**src/rtl/pc_redirect_unit_if.sv**
```systemverilog
// ============================================================================
//  Module      : pc_redirect_unit_if
//  Description : Bus bundle between the branch comparator / pipeline control
//                and the PC redirect unit.
//                  Stall, BranchValid, BranchOut, JumpValid, Target -> unit
//                  PC, PCPlus4, Flush, Busy, Trap                   <- unit
//                Modport 'master' drives the requests; modport 'slave' is the
//                PC redirect unit itself.
//  Revision    : 1.0  initial release
// ============================================================================
`default_nettype none

interface pc_redirect_unit_if;
    logic        Stall;
    logic        BranchValid;
    logic [31:0] BranchOut;
    logic        JumpValid;
    logic [31:0] Target;
    logic [31:0] PC;
    logic [31:0] PCPlus4;
    logic        Flush;
    logic        Busy;
    logic        Trap;

    modport master (
        output Stall, BranchValid, BranchOut, JumpValid, Target,
        input  PC, PCPlus4, Flush, Busy, Trap
    );

    modport slave (
        input  Stall, BranchValid, BranchOut, JumpValid, Target,
        output PC, PCPlus4, Flush, Busy, Trap
    );
endinterface

`default_nettype wire

```
**src/rtl/pc_redirect_unit.sv**
```systemverilog
// ============================================================================
//  Module      : pc_redirect_unit
//  Description : Program-counter register and redirect sequencer. Selects the
//                next PC from PC+4 or a taken branch / jump target, raises a
//                counted Flush to squash wrong-path fetch, and defers a
//                redirect that arrives while the pipeline is stalled.
//  Ports       : clk, rst          clock, synchronous active-high reset
//                io_bus (slave)    Stall, BranchValid, BranchOut, JumpValid,
//                                  Target in; PC, PCPlus4, Flush, Busy, Trap
//                                  out
//  Parameters  : RESET_PC      PC loaded by reset
//                FLUSH_CYCLES  non-stalled cycles Flush stays high (1..15)
//                TRAP_VEC      PC loaded on a misaligned-target trap
//  Config      : MISALIGN_TRAP_EN  when defined, a misaligned redirect target
//                vectors to TRAP_VEC and pulses Trap; otherwise the low two
//                target bits are silently cleared and Trap stays 0.
//  Revision    : 1.0  initial release
// ============================================================================
`default_nettype none

module pc_redirect_unit #(
    parameter logic [31:0] RESET_PC     = 32'h0000_0000,
    parameter int unsigned FLUSH_CYCLES = 2,
    parameter logic [31:0] TRAP_VEC     = 32'h0000_0100
) (
    input  wire logic         clk,
    input  wire logic         rst,
    pc_redirect_unit_if.slave io_bus
);

    localparam logic [3:0] c_FLUSH_INIT = 4'(FLUSH_CYCLES - 1);

    typedef enum logic [1:0] {
        ST_RUN     = 2'd0,
        ST_FLUSH   = 2'd1,
        ST_PENDING = 2'd2
    } state_t;

    state_t      r_state;
    logic [31:0] r_pc;
    logic        r_flush;
    logic [3:0]  r_cnt;
    logic [31:0] r_pend_tgt;
    logic        r_trap;

    state_t      w_state_nxt;
    logic [31:0] w_pc_nxt;
    logic        w_flush_nxt;
    logic [3:0]  w_cnt_nxt;
    logic [31:0] w_pend_tgt_nxt;
    logic        w_trap_nxt;
    logic        w_commit;
    logic [31:0] w_commit_tgt;
    logic        w_req;
    logic [31:0] w_pc_plus4;

    // Only zero/non-zero of the comparator result matters.
    assign w_req      = (io_bus.BranchValid && (io_bus.BranchOut != 32'd0)) || io_bus.JumpValid;
    assign w_pc_plus4 = r_pc + 32'd4;

    always_comb begin
        w_state_nxt    = r_state;
        w_pc_nxt       = r_pc;
        w_flush_nxt    = r_flush;
        w_cnt_nxt      = r_cnt;
        w_pend_tgt_nxt = r_pend_tgt;
        w_trap_nxt     = 1'b0;
        w_commit       = 1'b0;
        w_commit_tgt   = io_bus.Target;

        case (r_state)
            ST_RUN: begin
                if (!io_bus.Stall) begin
                    if (w_req) begin
                        w_commit     = 1'b1;
                        w_commit_tgt = io_bus.Target;
                    end else begin
                        w_pc_nxt = w_pc_plus4;
                    end
                end else if (w_req) begin
                    // Raw target is kept so a deferred commit can still
                    // see the low bits for the misalignment decision.
                    w_pend_tgt_nxt = io_bus.Target;
                    w_state_nxt    = ST_PENDING;
                end
            end

            ST_PENDING: begin
                // Later requests during the stall are dropped: first wins.
                if (!io_bus.Stall) begin
                    w_commit     = 1'b1;
                    w_commit_tgt = r_pend_tgt;
                end
            end

            ST_FLUSH: begin
                // Requests here come from squashed instructions.
                if (!io_bus.Stall) begin
                    w_pc_nxt = w_pc_plus4;
                    if (r_cnt == 4'd0) begin
                        w_flush_nxt = 1'b0;
                        w_state_nxt = ST_RUN;
                    end else begin
                        w_cnt_nxt = r_cnt - 4'd1;
                    end
                end
            end

            default: begin
                w_state_nxt = ST_RUN;
            end
        endcase

        if (w_commit) begin
            w_flush_nxt = 1'b1;
            w_cnt_nxt   = c_FLUSH_INIT;
            w_state_nxt = ST_FLUSH;
`ifdef MISALIGN_TRAP_EN
            if (w_commit_tgt[1:0] != 2'b00) begin
                w_pc_nxt   = TRAP_VEC;
                w_trap_nxt = 1'b1;
            end else begin
                w_pc_nxt = w_commit_tgt;
            end
`else
            w_pc_nxt = {w_commit_tgt[31:2], 2'b00};
`endif
        end
    end

`ifndef MISALIGN_TRAP_EN
    // Low target bits and the trap vector have no role without the trap.
    logic w_unused_trap_inputs;
    assign w_unused_trap_inputs = ^{w_commit_tgt[1:0], TRAP_VEC};
`endif

    always_ff @(posedge clk) begin
        if (rst) begin
            r_state    <= ST_RUN;
            r_pc       <= RESET_PC;
            r_flush    <= 1'b0;
            r_cnt      <= 4'd0;
            r_pend_tgt <= 32'd0;
            r_trap     <= 1'b0;
        end else begin
            r_state    <= w_state_nxt;
            r_pc       <= w_pc_nxt;
            r_flush    <= w_flush_nxt;
            r_cnt      <= w_cnt_nxt;
            r_pend_tgt <= w_pend_tgt_nxt;
            r_trap     <= w_trap_nxt;
        end
    end

    assign io_bus.PC      = r_pc;
    assign io_bus.PCPlus4 = w_pc_plus4;
    assign io_bus.Flush   = r_flush;
    assign io_bus.Busy    = (r_state == ST_FLUSH) || (r_state == ST_PENDING);
`ifdef MISALIGN_TRAP_EN
    assign io_bus.Trap    = r_trap;
`else
    assign io_bus.Trap    = 1'b0;
`endif

endmodule

`default_nettype wire

```
**src/flat_wrapper.sv**
```systemverilog
// flat-port wrapper written by rule: the top's interface ports become plain ports
module pc_redirect_unit_flat 
#(
    parameter logic [31:0] RESET_PC     = 32'h0000_0000,
    parameter int unsigned FLUSH_CYCLES = 2,
    parameter logic [31:0] TRAP_VEC     = 32'h0000_0100
)
  (clk, rst, io_bus_Stall, io_bus_BranchValid, io_bus_BranchOut, io_bus_JumpValid, io_bus_Target, io_bus_PC, io_bus_PCPlus4, io_bus_Flush, io_bus_Busy, io_bus_Trap);
  pc_redirect_unit_if io_bus_i ();
  input  wire logic clk;
  input  wire logic rst;
  input wire logic [$bits(io_bus_i.Stall)-1:0] io_bus_Stall;
  input wire logic [$bits(io_bus_i.BranchValid)-1:0] io_bus_BranchValid;
  input wire logic [$bits(io_bus_i.BranchOut)-1:0] io_bus_BranchOut;
  input wire logic [$bits(io_bus_i.JumpValid)-1:0] io_bus_JumpValid;
  input wire logic [$bits(io_bus_i.Target)-1:0] io_bus_Target;
  output wire logic [$bits(io_bus_i.PC)-1:0] io_bus_PC;
  output wire logic [$bits(io_bus_i.PCPlus4)-1:0] io_bus_PCPlus4;
  output wire logic [$bits(io_bus_i.Flush)-1:0] io_bus_Flush;
  output wire logic [$bits(io_bus_i.Busy)-1:0] io_bus_Busy;
  output wire logic [$bits(io_bus_i.Trap)-1:0] io_bus_Trap;
  assign io_bus_i.Stall = io_bus_Stall;
  assign io_bus_i.BranchValid = io_bus_BranchValid;
  assign io_bus_i.BranchOut = io_bus_BranchOut;
  assign io_bus_i.JumpValid = io_bus_JumpValid;
  assign io_bus_i.Target = io_bus_Target;
  assign io_bus_PC = io_bus_i.PC;
  assign io_bus_PCPlus4 = io_bus_i.PCPlus4;
  assign io_bus_Flush = io_bus_i.Flush;
  assign io_bus_Busy = io_bus_i.Busy;
  assign io_bus_Trap = io_bus_i.Trap;
  pc_redirect_unit #(.RESET_PC(RESET_PC), .FLUSH_CYCLES(FLUSH_CYCLES), .TRAP_VEC(TRAP_VEC)) u_core (.clk(clk), .rst(rst), .io_bus(io_bus_i));
endmodule
```
**config.mk**
```make
export PLATFORM = sky130hd
export DESIGN_NAME = pc_redirect_unit_flat
export DESIGN_NICKNAME = d
export VERILOG_FILES = /design/src/rtl/pc_redirect_unit_if.sv /design/src/rtl/pc_redirect_unit.sv /design/src/flat_wrapper.sv
export SDC_FILE = /design/constraint.sdc
export NUM_CORES = 1
export LEC_CHECK = 0
export CAP_MARGIN = 20
export CORE_ASPECT_RATIO = 0.75
export CORE_MARGIN = 1.5
export CORE_UTILIZATION = 49
export DETAILED_ROUTE_END_ITERATION = 10
export GPL_ROUTABILITY_DRIVEN = 0
export PLACE_DENSITY = 0.86
export SKIP_CTS_REPAIR_TIMING = 1
export SLEW_MARGIN = 20
export SYNTH_ARGS = -nofsm -noshare
export SYNTH_HDL_FRONTEND = slang
export SYNTH_SLANG_ARGS = --single-unit
```
**constraint.sdc**
```tcl
create_clock -name clk -period 6.7 [get_ports clk]
set_clock_uncertainty 0.05 [all_clocks]
set_input_delay 1.005 -clock clk [delete_from_list [all_inputs] [get_ports clk]]
set_output_delay 1.005 -clock clk [all_outputs]
set_load 0.02 [all_outputs]
```
==> flow_summary.json, run 1 <==
{
  "fin_crit_sh": 0.645,
  "power_density_nw_per_um2": 234,
  "wl_per_cell_um": 18.1,
  "numCtsBuffers": 9,
  "io_buffer_count": 128,
  "grtUsageTotal": 0.296,
  "postRouteWirelength_um": 12800,
  "viasPerCell": 6.04,
  "die_w_um": 106,
  "reg2reg_slack_ns": 3.79,
  "rsz0062_at_grt": "false",
  "synthArstFlopShare": 0,
  "finalHoldViolCount": 0,
  "n_antenna_cell": 0,
  "grt_pass1_vias": 3960,
  "grt_max_degree": 48,
  "fin_area_sq_um": 5390,
  "use_met3": 0.0690,
  "irDropWorstVdd_mv": 0.143,
  "worst-path-max-fanout": 9,
  "worstPathRequired_ns": 5.64,
  "ys.warnings.count": 0,
  "drcViolationCount": 0,
  "synth.most_common_cell": "dfxtp_1",
  "status": "complete, no violations",
  "arrival_ns": 3.27,
  "drt_iter0_drc": 342,
  "endpoint": "io_bus_PCPlus4[24]",
  "reg2reg_depth": 8,
  "fmax_mhz": 231,
  "synthTopCellsByArea": "dfxtp_1 34%, mux2i_1 9.3%, a21oi_1 6.0%, nand2_1 5.0%, nor2_1 4.8%",
  "met1_usage": 0.384,
  "synth_top_area_frac": 0.345,
  "cts_root_buf": "clkbuf_8",
  "synth_area_sq_um": 3890,
  "die_area_sq_um": 8490,
  "floorplan.rows": 27,
  "worstSkewPairLatency_ns": 0.35,
  "clk_pin_slew_ns": 0.08,
  "design.core.area_sq_um": 7500,
  "synth_edf_count": 0,
  "worst_pin_slew_ns": 0.954,
  "min-delay-start": "u_core.r_pend_tgt[15]$_SDFFE_PP0P_",
  "synthTopCellsByCount": "67 x dfxtp_1, 52 x nand2_1, 50 x nor2_1",
  "critical_path_class": "reg -> out",
  "setup_viol": 0,
  "critPathLaunch": "u_core.io_bus.PC[2]$_SDFFE_PP0P_",
  "start_util": 0.519,
  "grt_pass1_wl_um": 19700,
  "maxCapViolCount": 0,
  "htreeDepth": 3,
  "drive_above_1_share": 0.0578,
  "synth.largest_area_cell": "dfxtp_1",
  "grt_util_met2": 0.477,
  "overflow": 0,
  "max_slew_margin": 0.364,
  "placedCellCount": 690,
  "min_period_ns": 4.32,
  "synth-seq-cells": 67,
  "finalNonFillerCells": 707,
  "static-leakage-power_nw": 2.08,
  "synth_cell_types": 52,
  "ios": 136,
  "placed_area_sq_um": 5180,
  "num_vias": 4271,
  "num-nets-final": 675,
  "cts_tree": "yes",
  "clock-sinks": 67,
  "timing.rr.end": "u_core.io_bus.PC[20]$_SDFFE_PP0P_",
  "endpoint_kind": "output pin",
  "crit_path_start_kind": "flip-flop",
  "hold_path_class": "reg -> reg",
  "whs_ns": 0.450,
  "dpl.hpwl_um": 8640,
  "avgSynthCellArea_sq_um": 7.88,
  "synth_flop_cell": "dfxtp_1",
  "area_growth_pct": 38.6,
  "post-route-util": 0.719,
  "maxSlewViolCount": 0,
  "busiest_layer": "met2",
  "clockBufferDepth": 2,
  "dr.pass1.iters": 5,
  "final.setup.tns_ns": 0,
  "netlist_instances": 494,
  "die_y_um": 80.2,
  "drtAntennaViolNets": 0,
  "synth-seq-area-share": 0.345,
  "r2r-start": "u_core.r_state[0]$_SDFFE_PP0P_",
  "antenna_found_initial": 0
}
[cells in the final DEF (no fill, tap or decap), types with 4 or more instances in the layout]
| master | netlist | final |
|---|---|---|
| clkdlybuf4s50_1 | 0 | 128 |
| dfxtp_1 | 67 | 67 |
| nand2_1 | 52 | 52 |
| nor2_1 | 50 | 50 |
| a21oi_1 | 47 | 46 |
| mux2i_1 | 36 | 36 |
| o21ai_0 | 20 | 20 |
| inv_1 | 17 | 17 |
| xnor2_1 | 15 | 15 |
| a31oi_1 | 15 | 15 |
| nor3_1 | 14 | 14 |
| nor4_1 | 13 | 13 |
| xor2_1 | 13 | 13 |
| nand3_1 | 10 | 10 |
| clkbuf_8 | 0 | 10 |
| nand4_1 | 9 | 9 |
| buf_4 | 5 | 6 |
| and4_1 | 5 | 5 |
| o32ai_1 | 5 | 5 |
| ha_1 | 5 | 5 |
| conb_1 | 1 | 5 |
| a31o_2 | 4 | 4 |
| o22ai_1 | 4 | 4 |
[per-stage QoR]
stage	power, mW	setup slack [ns]
2_1_floorplan	0.730	3.53
3_3_place_gp	0.904	2.73
3_5_place_dp	0.917	2.62
4_1_cts	1.25	2.41
5_1_grt	1.31	2.24
6_report	1.26	2.38
[area by class of cell]
class,count,area (sq um)
Clock buffer,11,141
Clock inverter,5,52.6
Fill cell,599,2110
Inverter,17,63.8
Multi-Input combinational cell,371,2330
Sequential cell,67,1340
Tap cell,101,126
Timing Repair Buffer,135,1340
[per-layer routing]
layer	part of all wire	routed length [um]
met5	0	0
met4	0.021	272
met3	0.10	1310
met2	0.46	5940
met1	0.41	5280
[worst max-delay path: stages, from the launching register on]
cell and delay, ns:
dfxtp_1 0.48, ha_1 0.24, and3_1 0.34, nand4_2 0.35
nor2_1 0.42, and4_1 0.30, xnor2_1 0.14, clkdlybuf4s50_1 0.64
[sequential cells by signal, summed over array words and instances, names as in the netlist]
name,flops
u_core.r_pend_tgt,30
u_core.io_bus.PC,30
u_core.io_bus.Flush,1
u_core.r_cnt,4
u_core.r_state,2
[power by group]
group          internal (mW)  switching [mW]
clock                  0.180           0.163
sequential             0.438          0.0486
combinational          0.200           0.234
[logic make-up (layout without fill, tap and decap cells)]
group,Yosys count,after routing,share of synthesized area
and+or+nand+nor,173,173,0.214
AOI/OAI and AO/OA,121,121,0.195
DFF,67,67,0.345
buffers and inverters,60,168,0.0643
muxes,38,38,0.0984
xor gates and xnor gates,29,29,0.0672
adders and majority gates,5,5,0.0161
other,1,5,0.000963
[worst min-delay path by stage]
stage	end	slack (ns)	depth (start not counted)
2_1_floorplan	u_core.r_pend_tgt[29]$_SDFFE_PP0P_	0.40	2
3_3_place_gp	u_core.io_bus.PC[31]$_SDFFE_PP0P_	0.42	2
3_5_place_dp	u_core.r_pend_tgt[29]$_SDFFE_PP0P_	0.43	2
4_1_cts	u_core.io_bus.PC[30]$_SDFFE_PP0P_	0.45	2
5_1_grt	u_core.io_bus.PC[30]$_SDFFE_PP0P_	0.47	2
6_report	u_core.r_pend_tgt[15]$_SDFFE_PP0P_	0.45	2
Power figures use the tool's default switching activity.
==> run 2: changes to the inputs <==
--- a/config.mk
+++ b/config.mk
@@ -8,10 +8,10 @@
 export CAP_MARGIN = 20
 export CORE_ASPECT_RATIO = 0.75
 export CORE_MARGIN = 1.5
-export CORE_UTILIZATION = 49
+export CORE_UTILIZATION = 41
 export DETAILED_ROUTE_END_ITERATION = 10
 export GPL_ROUTABILITY_DRIVEN = 0
-export PLACE_DENSITY = 0.86
+export PLACE_DENSITY = 0.77
 export SKIP_CTS_REPAIR_TIMING = 1
 export SLEW_MARGIN = 20
 export SYNTH_ARGS = -nofsm -noshare
==> constraint.sdc (replaced) <==
create_clock -name clk -period 3.7 [get_ports clk]
set_clock_uncertainty 0.05 [all_clocks]
set_input_delay 0.555 -clock clk [delete_from_list [all_inputs] [get_ports clk]]
set_output_delay 0.555 -clock clk [all_outputs]
set_load 0.02 [all_outputs]
==> flow_summary.json, run 2 (synthesis gave the netlist of run 1 again) <==
{
  "status": "complete, no violations",
  "whs_endpoint": "u_core.io_bus.PC[31]$_SDFFE_PP0P_",
  "min_period_ns": 3.56,
  "design.core.area_sq_um": 9120,
  "maxCapViolCount": 0,
  "cts_root_buf": "clkbuf_16",
  "io_buffer_count": 128,
  "ios": 136,
  "num_vias": 4181,
  "r2r-start": "u_core.r_state[0]$_SDFFE_PP0P_",
  "postRouteWirelength_um": 12700,
  "grt_max_degree": 32,
  "power_density_nw_per_um2": 442,
  "dr.pass1.iters": 4,
  "die_y_um": 87.4,
  "pwr-share-seq": 0.358,
  "crit_path_start_kind": "flip-flop",
  "floorplan.rows": 30,
  "multi_input_area_sq_um": 2330,
  "cts_tree": "yes",
  "worst-path-max-fanout": 7,
  "clk_pin_slew_ns": 0.05,
  "static-leakage-power_nw": 2.15,
  "total_power_mw": 2.46,
  "wl_per_cell_um": 17.1,
  "grt_pass1_wl_um": 20200,
  "clock-sinks": 67,
  "holdPathStages": 2,
  "placedCellCount": 727,
  "viasPerCell": 5.63,
  "p_int_mw": 1.63,
  "arrival_ns": 2.96,
  "drt_iter0_drc": 276,
  "post-route-util": 0.610,
  "worst_pin_slew_ns": 0.769,
  "area_growth_pct": 43.0,
  "seq_area_sq_um": 1340,
  "fin_crit_sh": 0.963,
  "reg2reg_slack_ns": 1.03,
  "p_switching_uw": 824,
  "htreeDepth": 3,
  "numCtsBuffers": 9,
  "p_comb_frac": 0.323,
  "endpoint_kind": "output pin",
  "critical_path_class": "reg -> out",
  "drive_above_1_share": 0.0715,
  "grtUsageTotal": 0.256,
  "hold_path_class": "reg -> reg",
  "die_area_sq_um": 10100,
  "reg2reg_depth": 8,
  "num-nets-final": 684,
  "worstSkewPairLatency_ns": 0.33,
  "worstPathRequired_ns": 3.09,
  "fmax_mhz": 281,
  "pre_cts_ws_ns": 0.513,
  "n_antenna_cell": 0,
  "clock_power_share": 0.319,
  "setup_viol": 0,
  "antenna_found_initial": 0,
  "finalNonFillerCells": 743,
  "layout_common_cells": "128 x clkdlybuf4s50_1, 67 x dfxtp_1, 52 x nand2_1",
  "dpl.hpwl_um": 9000,
  "start_util": 0.427,
  "final_common_cell": "clkdlybuf4s50_1",
  "drcViolationCount": 0,
  "switching_share": 0.335,
  "irDropWorstVdd_mv": 0.289,
  "fillers": 782,
  "clockBufferDepth": 2,
  "timing.rr.end": "u_core.io_bus.PC[27]$_SDFFE_PP0P_",
  "grt_pass1_vias": 3975,
  "die_w_um": 116,
  "drtAntennaViolNets": 0,
  "rsz0062_at_grt": "false",
  "finalHoldViolCount": 0,
  "min-delay-start": "u_core.io_bus.PC[31]$_SDFFE_PP0P_",
  "final.setup.tns_ns": 0,
  "overflow": 0,
  "max_slew_margin": 0.486,
  "layout_setup_ws_ns": 0.138,
  "maxSlewViolCount": 0
}
## run 2: cell count changes in the layout (fill, tap and decap cells not counted), sizes merged
cell    before  now
clkbuf      11   12
buf          7   16
bufinv       1    0
## run 2: power groups by stage
| stage | Clock, mW | Sequential, mW | Combinational [mW] |
|---|---|---|---|
| floorplan | 0 | 0.917 | 0.406 |
| global placement | 0 | 0.886 | 0.773 |
| detailed placement | 0 | 0.891 | 0.784 |
| CTS | 0.789 | 0.877 | 0.789 |
| global route | 0.824 | 0.890 | 0.849 |
| finish | 0.785 | 0.879 | 0.794 |
## run 2: through the flow
step | hold slack (ns) | instance area [sq um]
6_report | 0.439 | 5570
3_5_place_dp | 0.431 | 5290
2_1_floorplan | 0.405 | 3910
3_3_place_gp | 0.419 | 5290
5_1_grt | 0.463 | 5570
4_1_cts | 0.440 | 5570
## run 2: routing by layer
layer,vias to the layer above,part of all wire,GRT usage
li1,1993,-,-
met1,1946,0.46,0.357
met2,226,0.44,0.394
met3,16,0.094,0.0640
met4,0,0.0091,0.0640
met5,-,0,0
## run 2: final cells by class
type | count | area share
well taps | 128 | 0.0288
flip-flops and latches | 67 | 0.241
clock inverters | 4 | 0.00472
clock buffers | 12 | 0.0443
inverters | 17 | 0.0115
multi-input cells | 371 | 0.418
repair buffers | 144 | 0.252
## run 2: critical path, cell delays in order, from the launching register on
cell and delay (ns):
dfxtp_1 0.44, ha_1 0.22, and3_1 0.32, nand4_2 0.23
buf_4 0.23, nor4_1 0.24, xor2_1 0.28, clkdlybuf4s50_1 0.66
## run 2: how the worst max path moves through the flow
| stage | start | slack (ns) | endpoint | depth (start not counted) |
|---|---|---|---|---|
| floorplan | u_core.io_bus.PC[2]$_SDFFE_PP0P_ | 0.98 | io_bus_PCPlus4[24] | 7 |
| global placement | u_core.io_bus.PC[6]$_SDFFE_PP0P_ | 0.54 | io_bus_PCPlus4[29] | 5 |
| detailed placement | u_core.io_bus.PC[6]$_SDFFE_PP0P_ | 0.51 | io_bus_PCPlus4[29] | 5 |
| CTS | u_core.io_bus.PC[6]$_SDFFE_PP0P_ | 0.15 | io_bus_PCPlus4[29] | 5 |
| global route | u_core.io_bus.PC[12]$_SDFFE_PP0P_ | 0.02 | io_bus_PCPlus4[27] | 6 |
| finish | u_core.io_bus.PC[2]$_SDFFE_PP0P_ | 0.14 | io_bus_PCPlus4[22] | 7 |
